==> src/rtl/cc_speed_pkg.sv <==
// Shared constants and types for the cruise-control speed/limit path.
// Holds the default bus width (also used by the comparator), the default
// write timing, the power-on limit and the writer FSM state encoding.
package cc_speed_pkg;

    localparam int unsigned CC_DATAWIDTH     = 8;
    localparam int unsigned CC_SETUP_CYCLES  = 1;
    localparam int unsigned CC_STROBE_CYCLES = 2;
    localparam int unsigned CC_RESET_LIMIT   = 200;

    // Phase counters cover the 1..15 cycle range of both timing parameters
    localparam int unsigned CC_CNT_W = 4;

    typedef enum logic [1:0] {
        ST_IDLE   = 2'd0,
        ST_SETUP  = 2'd1,
        ST_STROBE = 2'd2,
        ST_HOLD   = 2'd3
    } cc_state_e;

    // Terminal count for a phase lasting 'cycles' clock cycles
    function automatic logic [CC_CNT_W-1:0] cc_last_cnt(input int unsigned cycles);
        return CC_CNT_W'(cycles - 1);
    endfunction

endpackage

==> src/rtl/cc_speed_limit_writer_if.sv <==
// Bus bundle between the limit writer and its environment.
//   requests (in to the writer) : limitWrite_InLow, limitValue_InBUS,
//                                 speedUp_InLow, speedDown_InLow
//   results  (out of the writer): speed_OutBUS, limit_OutBUS,
//                                 loadSignal_OutLow, busy_OutHigh
// master = requester side, slave = writer side.
interface cc_speed_limit_writer_if
    import cc_speed_pkg::*;
#(
    parameter int unsigned DATAWIDTH = CC_DATAWIDTH
);

    logic                 CC_SPEED_LIMIT_WRITER_limitWrite_InLow;
    logic [DATAWIDTH-1:0] CC_SPEED_LIMIT_WRITER_limitValue_InBUS;
    logic                 CC_SPEED_LIMIT_WRITER_speedUp_InLow;
    logic                 CC_SPEED_LIMIT_WRITER_speedDown_InLow;
    logic [DATAWIDTH-1:0] CC_SPEED_LIMIT_WRITER_speed_OutBUS;
    logic [DATAWIDTH-1:0] CC_SPEED_LIMIT_WRITER_limit_OutBUS;
    logic                 CC_SPEED_LIMIT_WRITER_loadSignal_OutLow;
    logic                 CC_SPEED_LIMIT_WRITER_busy_OutHigh;

    modport master (
        output CC_SPEED_LIMIT_WRITER_limitWrite_InLow,
        output CC_SPEED_LIMIT_WRITER_limitValue_InBUS,
        output CC_SPEED_LIMIT_WRITER_speedUp_InLow,
        output CC_SPEED_LIMIT_WRITER_speedDown_InLow,
        input  CC_SPEED_LIMIT_WRITER_speed_OutBUS,
        input  CC_SPEED_LIMIT_WRITER_limit_OutBUS,
        input  CC_SPEED_LIMIT_WRITER_loadSignal_OutLow,
        input  CC_SPEED_LIMIT_WRITER_busy_OutHigh
    );

    modport slave (
        input  CC_SPEED_LIMIT_WRITER_limitWrite_InLow,
        input  CC_SPEED_LIMIT_WRITER_limitValue_InBUS,
        input  CC_SPEED_LIMIT_WRITER_speedUp_InLow,
        input  CC_SPEED_LIMIT_WRITER_speedDown_InLow,
        output CC_SPEED_LIMIT_WRITER_speed_OutBUS,
        output CC_SPEED_LIMIT_WRITER_limit_OutBUS,
        output CC_SPEED_LIMIT_WRITER_loadSignal_OutLow,
        output CC_SPEED_LIMIT_WRITER_busy_OutHigh
    );

endinterface

==> src/rtl/cc_edge_detect_low.sv <==
// Registered falling-edge detector for an active-low request line.
//   clk, rst_n : clock, async active-low reset
//   i_sig_n    : synchronous active-low request
//   o_fall_c   : combinational pulse, high when last sample was 1 and the
//                current input is 0
// The history register resets to 1 so a line held low through reset
// registers as one request after release.
module cc_edge_detect_low (
    input  logic clk,
    input  logic rst_n,
    input  logic i_sig_n,
    output logic o_fall_c
);

    logic r_prev;

    // One-sample history of the request line
    always_ff @(posedge clk or negedge rst_n) begin
        if (!rst_n) begin
            r_prev <= 1'b1;
        end else begin
            r_prev <= i_sig_n;
        end
    end

    assign o_fall_c = r_prev & ~i_sig_n;

endmodule

==> src/rtl/cc_speed_limit_writer.sv <==
// Cruise-control speed/limit writer.
// Keeps a saturating speed counter driven by up/down request edges and
// writes new limit values to a downstream comparator with a
// setup / load-strobe / hold sequence. One write may queue behind the one
// in flight (last request wins). Reset starts an automatic write of
// RESET_LIMIT.
//   CC_SPEED_LIMIT_WRITER_CLOCK_50    : system clock
//   CC_SPEED_LIMIT_WRITER_RESET_InLow : async active-low reset
//   bus (slave)                       : request inputs, speed/limit buses,
//                                       load strobe, busy
module cc_speed_limit_writer
    import cc_speed_pkg::*;
#(
    parameter int unsigned DATAWIDTH     = CC_DATAWIDTH,
    parameter int unsigned SETUP_CYCLES  = CC_SETUP_CYCLES,
    parameter int unsigned STROBE_CYCLES = CC_STROBE_CYCLES,
    parameter int unsigned RESET_LIMIT   = CC_RESET_LIMIT
) (
    input  logic                    CC_SPEED_LIMIT_WRITER_CLOCK_50,
    input  logic                    CC_SPEED_LIMIT_WRITER_RESET_InLow,
    cc_speed_limit_writer_if.slave  bus
);

    localparam int unsigned             CNT_W       = CC_CNT_W;
    localparam logic [CNT_W-1:0]        LAST_SETUP  = cc_last_cnt(SETUP_CYCLES);
    localparam logic [CNT_W-1:0]        LAST_STROBE = cc_last_cnt(STROBE_CYCLES);
    localparam logic [DATAWIDTH-1:0]    SPEED_MAX   = '1;
    localparam logic [DATAWIDTH-1:0]    LIMIT_INIT  = DATAWIDTH'(RESET_LIMIT);

    logic w_wr_edge;
    logic w_up_edge;
    logic w_dn_edge;

    cc_edge_detect_low u_wr_edge (
        .clk      (CC_SPEED_LIMIT_WRITER_CLOCK_50),
        .rst_n    (CC_SPEED_LIMIT_WRITER_RESET_InLow),
        .i_sig_n  (bus.CC_SPEED_LIMIT_WRITER_limitWrite_InLow),
        .o_fall_c (w_wr_edge)
    );

    cc_edge_detect_low u_up_edge (
        .clk      (CC_SPEED_LIMIT_WRITER_CLOCK_50),
        .rst_n    (CC_SPEED_LIMIT_WRITER_RESET_InLow),
        .i_sig_n  (bus.CC_SPEED_LIMIT_WRITER_speedUp_InLow),
        .o_fall_c (w_up_edge)
    );

    cc_edge_detect_low u_dn_edge (
        .clk      (CC_SPEED_LIMIT_WRITER_CLOCK_50),
        .rst_n    (CC_SPEED_LIMIT_WRITER_RESET_InLow),
        .i_sig_n  (bus.CC_SPEED_LIMIT_WRITER_speedDown_InLow),
        .o_fall_c (w_dn_edge)
    );

    cc_state_e            r_state;
    logic [CNT_W-1:0]     r_cnt;
    logic [DATAWIDTH-1:0] r_limit;
    logic [DATAWIDTH-1:0] r_pend_val;
    logic                 r_pending;
    logic                 r_load_n;
    logic                 r_busy;
    logic [DATAWIDTH-1:0] r_speed;

    // Saturating speed counter; runs regardless of the write sequence
    always_ff @(posedge CC_SPEED_LIMIT_WRITER_CLOCK_50 or negedge CC_SPEED_LIMIT_WRITER_RESET_InLow) begin
        if (!CC_SPEED_LIMIT_WRITER_RESET_InLow) begin
            r_speed <= '0;
        end else if (w_up_edge && !w_dn_edge && (r_speed != SPEED_MAX)) begin
            r_speed <= r_speed + DATAWIDTH'(1);
        end else if (w_dn_edge && !w_up_edge && (r_speed != '0)) begin
            r_speed <= r_speed - DATAWIDTH'(1);
        end
    end

    // Limit write sequencer: IDLE -> SETUP -> STROBE -> HOLD -> IDLE/SETUP
    always_ff @(posedge CC_SPEED_LIMIT_WRITER_CLOCK_50 or negedge CC_SPEED_LIMIT_WRITER_RESET_InLow) begin
        if (!CC_SPEED_LIMIT_WRITER_RESET_InLow) begin
            r_state    <= ST_SETUP;
            r_cnt      <= '0;
            r_limit    <= LIMIT_INIT;
            r_pend_val <= '0;
            r_pending  <= 1'b0;
            r_load_n   <= 1'b1;
            r_busy     <= 1'b1;
        end else begin
            // A request during a write parks in the one-deep slot; later ones overwrite it
            if (w_wr_edge && (r_state != ST_IDLE)) begin
                r_pending  <= 1'b1;
                r_pend_val <= bus.CC_SPEED_LIMIT_WRITER_limitValue_InBUS;
            end

            case (r_state)
                ST_IDLE: begin
                    // A fresh request is newer than anything parked, so it takes priority
                    if (w_wr_edge) begin
                        r_limit   <= bus.CC_SPEED_LIMIT_WRITER_limitValue_InBUS;
                        r_pending <= 1'b0;
                        r_state   <= ST_SETUP;
                        r_cnt     <= '0;
                        r_busy    <= 1'b1;
                    end else if (r_pending) begin
                        r_limit   <= r_pend_val;
                        r_pending <= 1'b0;
                        r_state   <= ST_SETUP;
                        r_cnt     <= '0;
                        r_busy    <= 1'b1;
                    end
                end

                ST_SETUP: begin
                    if (r_cnt == LAST_SETUP) begin
                        r_state  <= ST_STROBE;
                        r_cnt    <= '0;
                        r_load_n <= 1'b0;
                    end else begin
                        r_cnt <= r_cnt + CNT_W'(1);
                    end
                end

                ST_STROBE: begin
                    if (r_cnt == LAST_STROBE) begin
                        r_state  <= ST_HOLD;
                        r_cnt    <= '0;
                        r_load_n <= 1'b1;
                    end else begin
                        r_cnt <= r_cnt + CNT_W'(1);
                    end
                end

                ST_HOLD: begin
                    // Chain straight into the parked write; a request on this same
                    // edge becomes the next parked entry
                    if (r_pending) begin
                        r_limit   <= r_pend_val;
                        r_pending <= w_wr_edge;
                        r_state   <= ST_SETUP;
                        r_cnt     <= '0;
                    end else begin
                        r_state <= ST_IDLE;
                        r_busy  <= 1'b0;
                    end
                end

                default: begin
                    r_state  <= ST_IDLE;
                    r_cnt    <= '0;
                    r_load_n <= 1'b1;
                    r_busy   <= 1'b0;
                end
            endcase
        end
    end

    assign bus.CC_SPEED_LIMIT_WRITER_speed_OutBUS      = r_speed;
    assign bus.CC_SPEED_LIMIT_WRITER_limit_OutBUS      = r_limit;
    assign bus.CC_SPEED_LIMIT_WRITER_loadSignal_OutLow = r_load_n;
    assign bus.CC_SPEED_LIMIT_WRITER_busy_OutHigh      = r_busy;

endmodule

==> src/flat_wrapper.sv <==
// flat-port wrapper written by rule: the top's interface ports become plain ports
module cc_speed_limit_writer_flat import cc_speed_pkg::*;
#(
    parameter int unsigned DATAWIDTH     = CC_DATAWIDTH,
    parameter int unsigned SETUP_CYCLES  = CC_SETUP_CYCLES,
    parameter int unsigned STROBE_CYCLES = CC_STROBE_CYCLES,
    parameter int unsigned RESET_LIMIT   = CC_RESET_LIMIT
)
  (CC_SPEED_LIMIT_WRITER_CLOCK_50, CC_SPEED_LIMIT_WRITER_RESET_InLow, bus_CC_SPEED_LIMIT_WRITER_limitWrite_InLow, bus_CC_SPEED_LIMIT_WRITER_limitValue_InBUS, bus_CC_SPEED_LIMIT_WRITER_speedUp_InLow, bus_CC_SPEED_LIMIT_WRITER_speedDown_InLow, bus_CC_SPEED_LIMIT_WRITER_speed_OutBUS, bus_CC_SPEED_LIMIT_WRITER_limit_OutBUS, bus_CC_SPEED_LIMIT_WRITER_loadSignal_OutLow, bus_CC_SPEED_LIMIT_WRITER_busy_OutHigh);
  cc_speed_limit_writer_if #(.DATAWIDTH(DATAWIDTH)) bus_i ();
  input  logic CC_SPEED_LIMIT_WRITER_CLOCK_50;
  input  logic CC_SPEED_LIMIT_WRITER_RESET_InLow;
  input wire logic [$bits(bus_i.CC_SPEED_LIMIT_WRITER_limitWrite_InLow)-1:0] bus_CC_SPEED_LIMIT_WRITER_limitWrite_InLow;
  input wire logic [$bits(bus_i.CC_SPEED_LIMIT_WRITER_limitValue_InBUS)-1:0] bus_CC_SPEED_LIMIT_WRITER_limitValue_InBUS;
  input wire logic [$bits(bus_i.CC_SPEED_LIMIT_WRITER_speedUp_InLow)-1:0] bus_CC_SPEED_LIMIT_WRITER_speedUp_InLow;
  input wire logic [$bits(bus_i.CC_SPEED_LIMIT_WRITER_speedDown_InLow)-1:0] bus_CC_SPEED_LIMIT_WRITER_speedDown_InLow;
  output wire logic [$bits(bus_i.CC_SPEED_LIMIT_WRITER_speed_OutBUS)-1:0] bus_CC_SPEED_LIMIT_WRITER_speed_OutBUS;
  output wire logic [$bits(bus_i.CC_SPEED_LIMIT_WRITER_limit_OutBUS)-1:0] bus_CC_SPEED_LIMIT_WRITER_limit_OutBUS;
  output wire logic [$bits(bus_i.CC_SPEED_LIMIT_WRITER_loadSignal_OutLow)-1:0] bus_CC_SPEED_LIMIT_WRITER_loadSignal_OutLow;
  output wire logic [$bits(bus_i.CC_SPEED_LIMIT_WRITER_busy_OutHigh)-1:0] bus_CC_SPEED_LIMIT_WRITER_busy_OutHigh;
  assign bus_i.CC_SPEED_LIMIT_WRITER_limitWrite_InLow = bus_CC_SPEED_LIMIT_WRITER_limitWrite_InLow;
  assign bus_i.CC_SPEED_LIMIT_WRITER_limitValue_InBUS = bus_CC_SPEED_LIMIT_WRITER_limitValue_InBUS;
  assign bus_i.CC_SPEED_LIMIT_WRITER_speedUp_InLow = bus_CC_SPEED_LIMIT_WRITER_speedUp_InLow;
  assign bus_i.CC_SPEED_LIMIT_WRITER_speedDown_InLow = bus_CC_SPEED_LIMIT_WRITER_speedDown_InLow;
  assign bus_CC_SPEED_LIMIT_WRITER_speed_OutBUS = bus_i.CC_SPEED_LIMIT_WRITER_speed_OutBUS;
  assign bus_CC_SPEED_LIMIT_WRITER_limit_OutBUS = bus_i.CC_SPEED_LIMIT_WRITER_limit_OutBUS;
  assign bus_CC_SPEED_LIMIT_WRITER_loadSignal_OutLow = bus_i.CC_SPEED_LIMIT_WRITER_loadSignal_OutLow;
  assign bus_CC_SPEED_LIMIT_WRITER_busy_OutHigh = bus_i.CC_SPEED_LIMIT_WRITER_busy_OutHigh;
  cc_speed_limit_writer #(.DATAWIDTH(DATAWIDTH), .SETUP_CYCLES(SETUP_CYCLES), .STROBE_CYCLES(STROBE_CYCLES), .RESET_LIMIT(RESET_LIMIT)) u_core (.CC_SPEED_LIMIT_WRITER_CLOCK_50(CC_SPEED_LIMIT_WRITER_CLOCK_50), .CC_SPEED_LIMIT_WRITER_RESET_InLow(CC_SPEED_LIMIT_WRITER_RESET_InLow), .bus(bus_i));
endmodule
==> config.mk <==
export PLATFORM = sky130hd
export DESIGN_NAME = cc_speed_limit_writer_flat
export DESIGN_NICKNAME = d
export VERILOG_FILES = /design/src/rtl/cc_speed_pkg.sv /design/src/rtl/cc_speed_limit_writer_if.sv /design/src/rtl/cc_edge_detect_low.sv /design/src/rtl/cc_speed_limit_writer.sv /design/src/flat_wrapper.sv
export SDC_FILE = /design/constraint.sdc
export NUM_CORES = 1
export LEC_CHECK = 0
export BUFFER_PORTS_ARGS = -buffer_cell sky130_fd_sc_hd__buf_2
export CAP_MARGIN = 20
export CORE_ASPECT_RATIO = 1.2
export CORE_MARGIN = 3
export CORE_UTILIZATION = 30
export CTS_BUF_LIST = sky130_fd_sc_hd__clkbuf_4
export CTS_CLUSTER_DIAMETER = 120
export DETAILED_ROUTE_END_ITERATION = 7
export PLACE_DENSITY = 0.58
export SLEW_MARGIN = 25
export SYNTH_ARGS = -nofsm -noshare
export SYNTH_HDL_FRONTEND = slang
export SYNTH_SLANG_ARGS = --single-unit
==> constraint.sdc <==
create_clock -name CC_SPEED_LIMIT_WRITER_CLOCK_50 -period 8.65 [get_ports CC_SPEED_LIMIT_WRITER_CLOCK_50]
set_clock_uncertainty 0.15 [all_clocks]
set_input_delay 0.4325 -clock CC_SPEED_LIMIT_WRITER_CLOCK_50 [delete_from_list [all_inputs] [get_ports CC_SPEED_LIMIT_WRITER_CLOCK_50]]
set_output_delay 0.4325 -clock CC_SPEED_LIMIT_WRITER_CLOCK_50 [all_outputs]
set_load 0.02 [all_outputs]
==> summary.md <==
| Metric | Value |
|---|---|
| Slew HR | between 40% and 50% |
| CTS tree | yes |
| Final critical-path share of the clock period | 34.0% |
| Clock Path Buffers | 2 |
| Row Count | 32 |
| Max Freq | between 300 and 400 MHz |
| Cts hold-fix bufs | 0 |
| Req. time, crit path | between 8000 and 9000 ps |
| Fraction of registers with async set/reset | 100% |
| Design area | approximately 2300 µm² |
| GRT overflow | 0 |
| Post-CTS resize count | 0 |
| Post-synthesis cell area | 2050 µm² |
| N_diodes | 0 |
| R2r endpoint | u_core.bus.CC_SPEED_LIMIT_WRITER_speed_OutBUS[7] |
| Worst hold margin | around 18 ps |
| Run status | finished, final reports clean |
| Syn avg cell area | roughly 11 µm² |
| RSZ-0062 raised after global routing | no |
| CTS H-tree lvls | 2 |
| Leading area contributor after synthesis | dfrtp_1 |
| Most used DFF post-synth | dfrtp_1 |
| Crit. End Element | flop |
| Multi-input logic area | about 1100 µm² |
| Detailed-route via count | between 1.5k and 2k |
| Post-Syn Instances | between 150 and 200 |
| Max Cap Viol | 0 |
| Final core occ | a little over a third |
| Initial Util | a little under a third |
| ANT nets after route | 0 |
| Setup Viol. Count Final | 0 |
| Post-CTS Setup Inserts | 0 |
| Routed via count divided by cell count | 5.08 |
| Pwr dens | ~380 nW/µm² |
| DRT Pass-1 Iters | 5 |
| Die width | around 80 µm |
| Crit-path max FO | 9 |
| Gp weighted congestion | a little over 0.8 |
| I/O pins | 31 |
| Port bufs | 30 |
| Final WL | 4.27 mm |
| R2R depth | 7 |
| Seq cells post-synth | 36 |
| Clk_lat worst skew | between 300 and 400 ps |
| Largest net degree at the start of global routing | 37 |
| DR WL/cell | 13.8 µm |
| R2R Path Start | u_core.u_dn_edge.r_prev |
| Post-synth EDFFs | 0 |
| Share of cells above drive strength 1 | around a third |
| Core area | around 6500 µm² |
| Worst-path clk slew | between 100 and 150 ps |
| Tot GR Track Use | approximately 12% |
| P_leak | between 1 and 1.5 nW |
| Die Area | approximately 7900 µm² |
| Syn. warnings | 0 |
| Iteration-0 DRC Markers | between 40 and 50 |
| Cell variety after synth | 44 |
| Layout area overhead | 14.3% |
| Final Max Tran Viols | 0 |
| Top post-synthesis cells by area | dfrtp_1 (33%), dfstp_2 (12%), mux2_2 (9.3%) |
| Peak supply drop | 169 µV |
| Die height | between 90 and 100 µm |
| Setup TNS | 0 ps |
| CP arrival | about 3000 ps |
| Register area | about 910 µm² |
| HP Class | input pin to async pin |
| Share of the synthesized area in the top cell type | between 30 and 40% |
| Worst-Margin Slew | ~790 ps |
| Crit Path Class | flop to flop |
| Most frequent cell after synthesis | dfrtp_1 |
| Sequential-to-total area share from yosys stat | between 40 and 50% |
| Initial antenna violation count | 0 |
| DRC | 0 |
| R2R setup slack | 5710 ps |
| Tmin final | slightly below 3000 ps |
| Post-DP HPWL | ~3.1 mm |
| Num CTS Buffers | 5 |
| CTS sink cnt | 36 |
| Placed Instance Area | about 2300 µm² |
| Synthesized Nets | 220 |
| Commonest cells in the synthesized netlist | dfrtp_1 (27), mux2_2 (17), ha_1 (14), o21ai_0 (14), nand2_1 (12) |
| Layout fillers | 670 |
| Final Hold Viols | 0 |
| Vias in the first global route | 1617 |
| Clock Root Buffer | clkbuf_4 |
| Final nets | 252 |
| First-pass GRT wire length | a little over 7 mm |
| CP Launch Type | flop |
## per-layer routing
| layer | global-route usage [%] | vias up | part of all wire, % |
|---|---|---|---|
| met5 | 0 | - | 0 |
| met4 | 3.51 | 0 | 0.87 |
| met3 | 2.89 | 4 | 3.1 |
| met2 | 20.7 | 30 | 54 |
| met1 | 13.2 | 773 | 42 |
| li1 | - | 769 | - |
## cells by family after synthesis
group,Yosys count,share of synthesized area (%)
compound gates,54,17.8
simple gates,49,13.7
flops,36,44.4
mux,17,9.32
buf+inv,15,2.74
fa+ha+maj,15,9.51
xor+xnor,6,2.56
## worst max-delay path, stage by stage (launching register included)
cell      delay [ps]
dfstp_2          540
nor2b_1          260
a211o_1          350
ha_1             310
a211oi_1         350
nor3_1           160
or4_2            660
nand4_1          100
## registers in the layout, summed over array words and instances, names as in the netlist
signal                                              flops
u_core.r_cnt                                            4
u_core.r_state                                          2
u_core.bus.CC_SPEED_LIMIT_WRITER_limit_OutBUS           8
u_core.r_pend_val                                       8
u_core.bus.CC_SPEED_LIMIT_WRITER_loadSignal_OutLow      1
u_core.bus.CC_SPEED_LIMIT_WRITER_busy_OutHigh           1
u_core.u_dn_edge.r_prev                                 1
u_core.r_pending                                        1
u_core.u_up_edge.r_prev                                 1
u_core.bus.CC_SPEED_LIMIT_WRITER_speed_OutBUS           8
u_core.u_wr_edge.r_prev                                 1
## layout make-up
type | count | area share [%]
inverters | 10 | 1.60
well taps | 85 | 4.53
repair buffers | 30 | 6.40
clock buffers | 6 | 1.92
flip-flops and latches | 36 | 38.9
clock inverters | 2 | 0.480
multi-input cells | 141 | 46.2
## layout by cell type (no fill, tap or decap), drive strengths merged, types with 4 or more instances in the layout
cell / count
a21oi: 9
a22oi: 9
o21ai: 14
nand2: 13
o211ai: 4
ha: 14
mux2: 17
clkbuf: 6
buf: 30
dfrtp: 27
dfstp: 9
xnor2: 4
inv: 10
nor2: 10
nor2b: 5
a211oi: 4
## stage by stage
stage / total power, mW / std cells / setup WS [ps]
2_1_floorplan: 0.683 / 192 / 5810
3_3_place_gp: 0.807 / 302 / 5670
3_5_place_dp: 0.817 / 302 / 5660
4_1_cts: 0.913 / 310 / 5710
5_1_grt: 0.984 / 310 / 5520
6_report: 0.902 / 310 / 5710
## worst max path at each step
stage / from / endpoint / slack (ps) / depth (start not counted)
global route: u_core.u_dn_edge.r_prev / u_core.bus.CC_SPEED_LIMIT_WRITER_speed_OutBUS[7] / 5520 / 7
detailed placement: bus_CC_SPEED_LIMIT_WRITER_speedUp_InLow / u_core.bus.CC_SPEED_LIMIT_WRITER_speed_OutBUS[7] / 5660 / 8
finish: u_core.u_dn_edge.r_prev / u_core.bus.CC_SPEED_LIMIT_WRITER_speed_OutBUS[7] / 5710 / 7
CTS: u_core.u_dn_edge.r_prev / u_core.bus.CC_SPEED_LIMIT_WRITER_speed_OutBUS[7] / 5710 / 7
global placement: bus_CC_SPEED_LIMIT_WRITER_speedUp_InLow / u_core.bus.CC_SPEED_LIMIT_WRITER_speed_OutBUS[6] / 5670 / 8
floorplan: u_core.bus.CC_SPEED_LIMIT_WRITER_speed_OutBUS[1] / u_core.bus.CC_SPEED_LIMIT_WRITER_speed_OutBUS[6] / 5810 / 7
## power breakdown
group | switching [mW] | internal (mW) | total (mW) | leakage (nW)
Sequential | 0.0653 | 0.254 | 0.319 | 0.422
Combinational | 0.275 | 0.216 | 0.491 | 0.562
Clock | 0.0575 | 0.0341 | 0.0916 | 0.0293
Total | 0.397 | 0.504 | 0.902 | 1.01
Note: power is estimated with default switching activity, not from simulation.
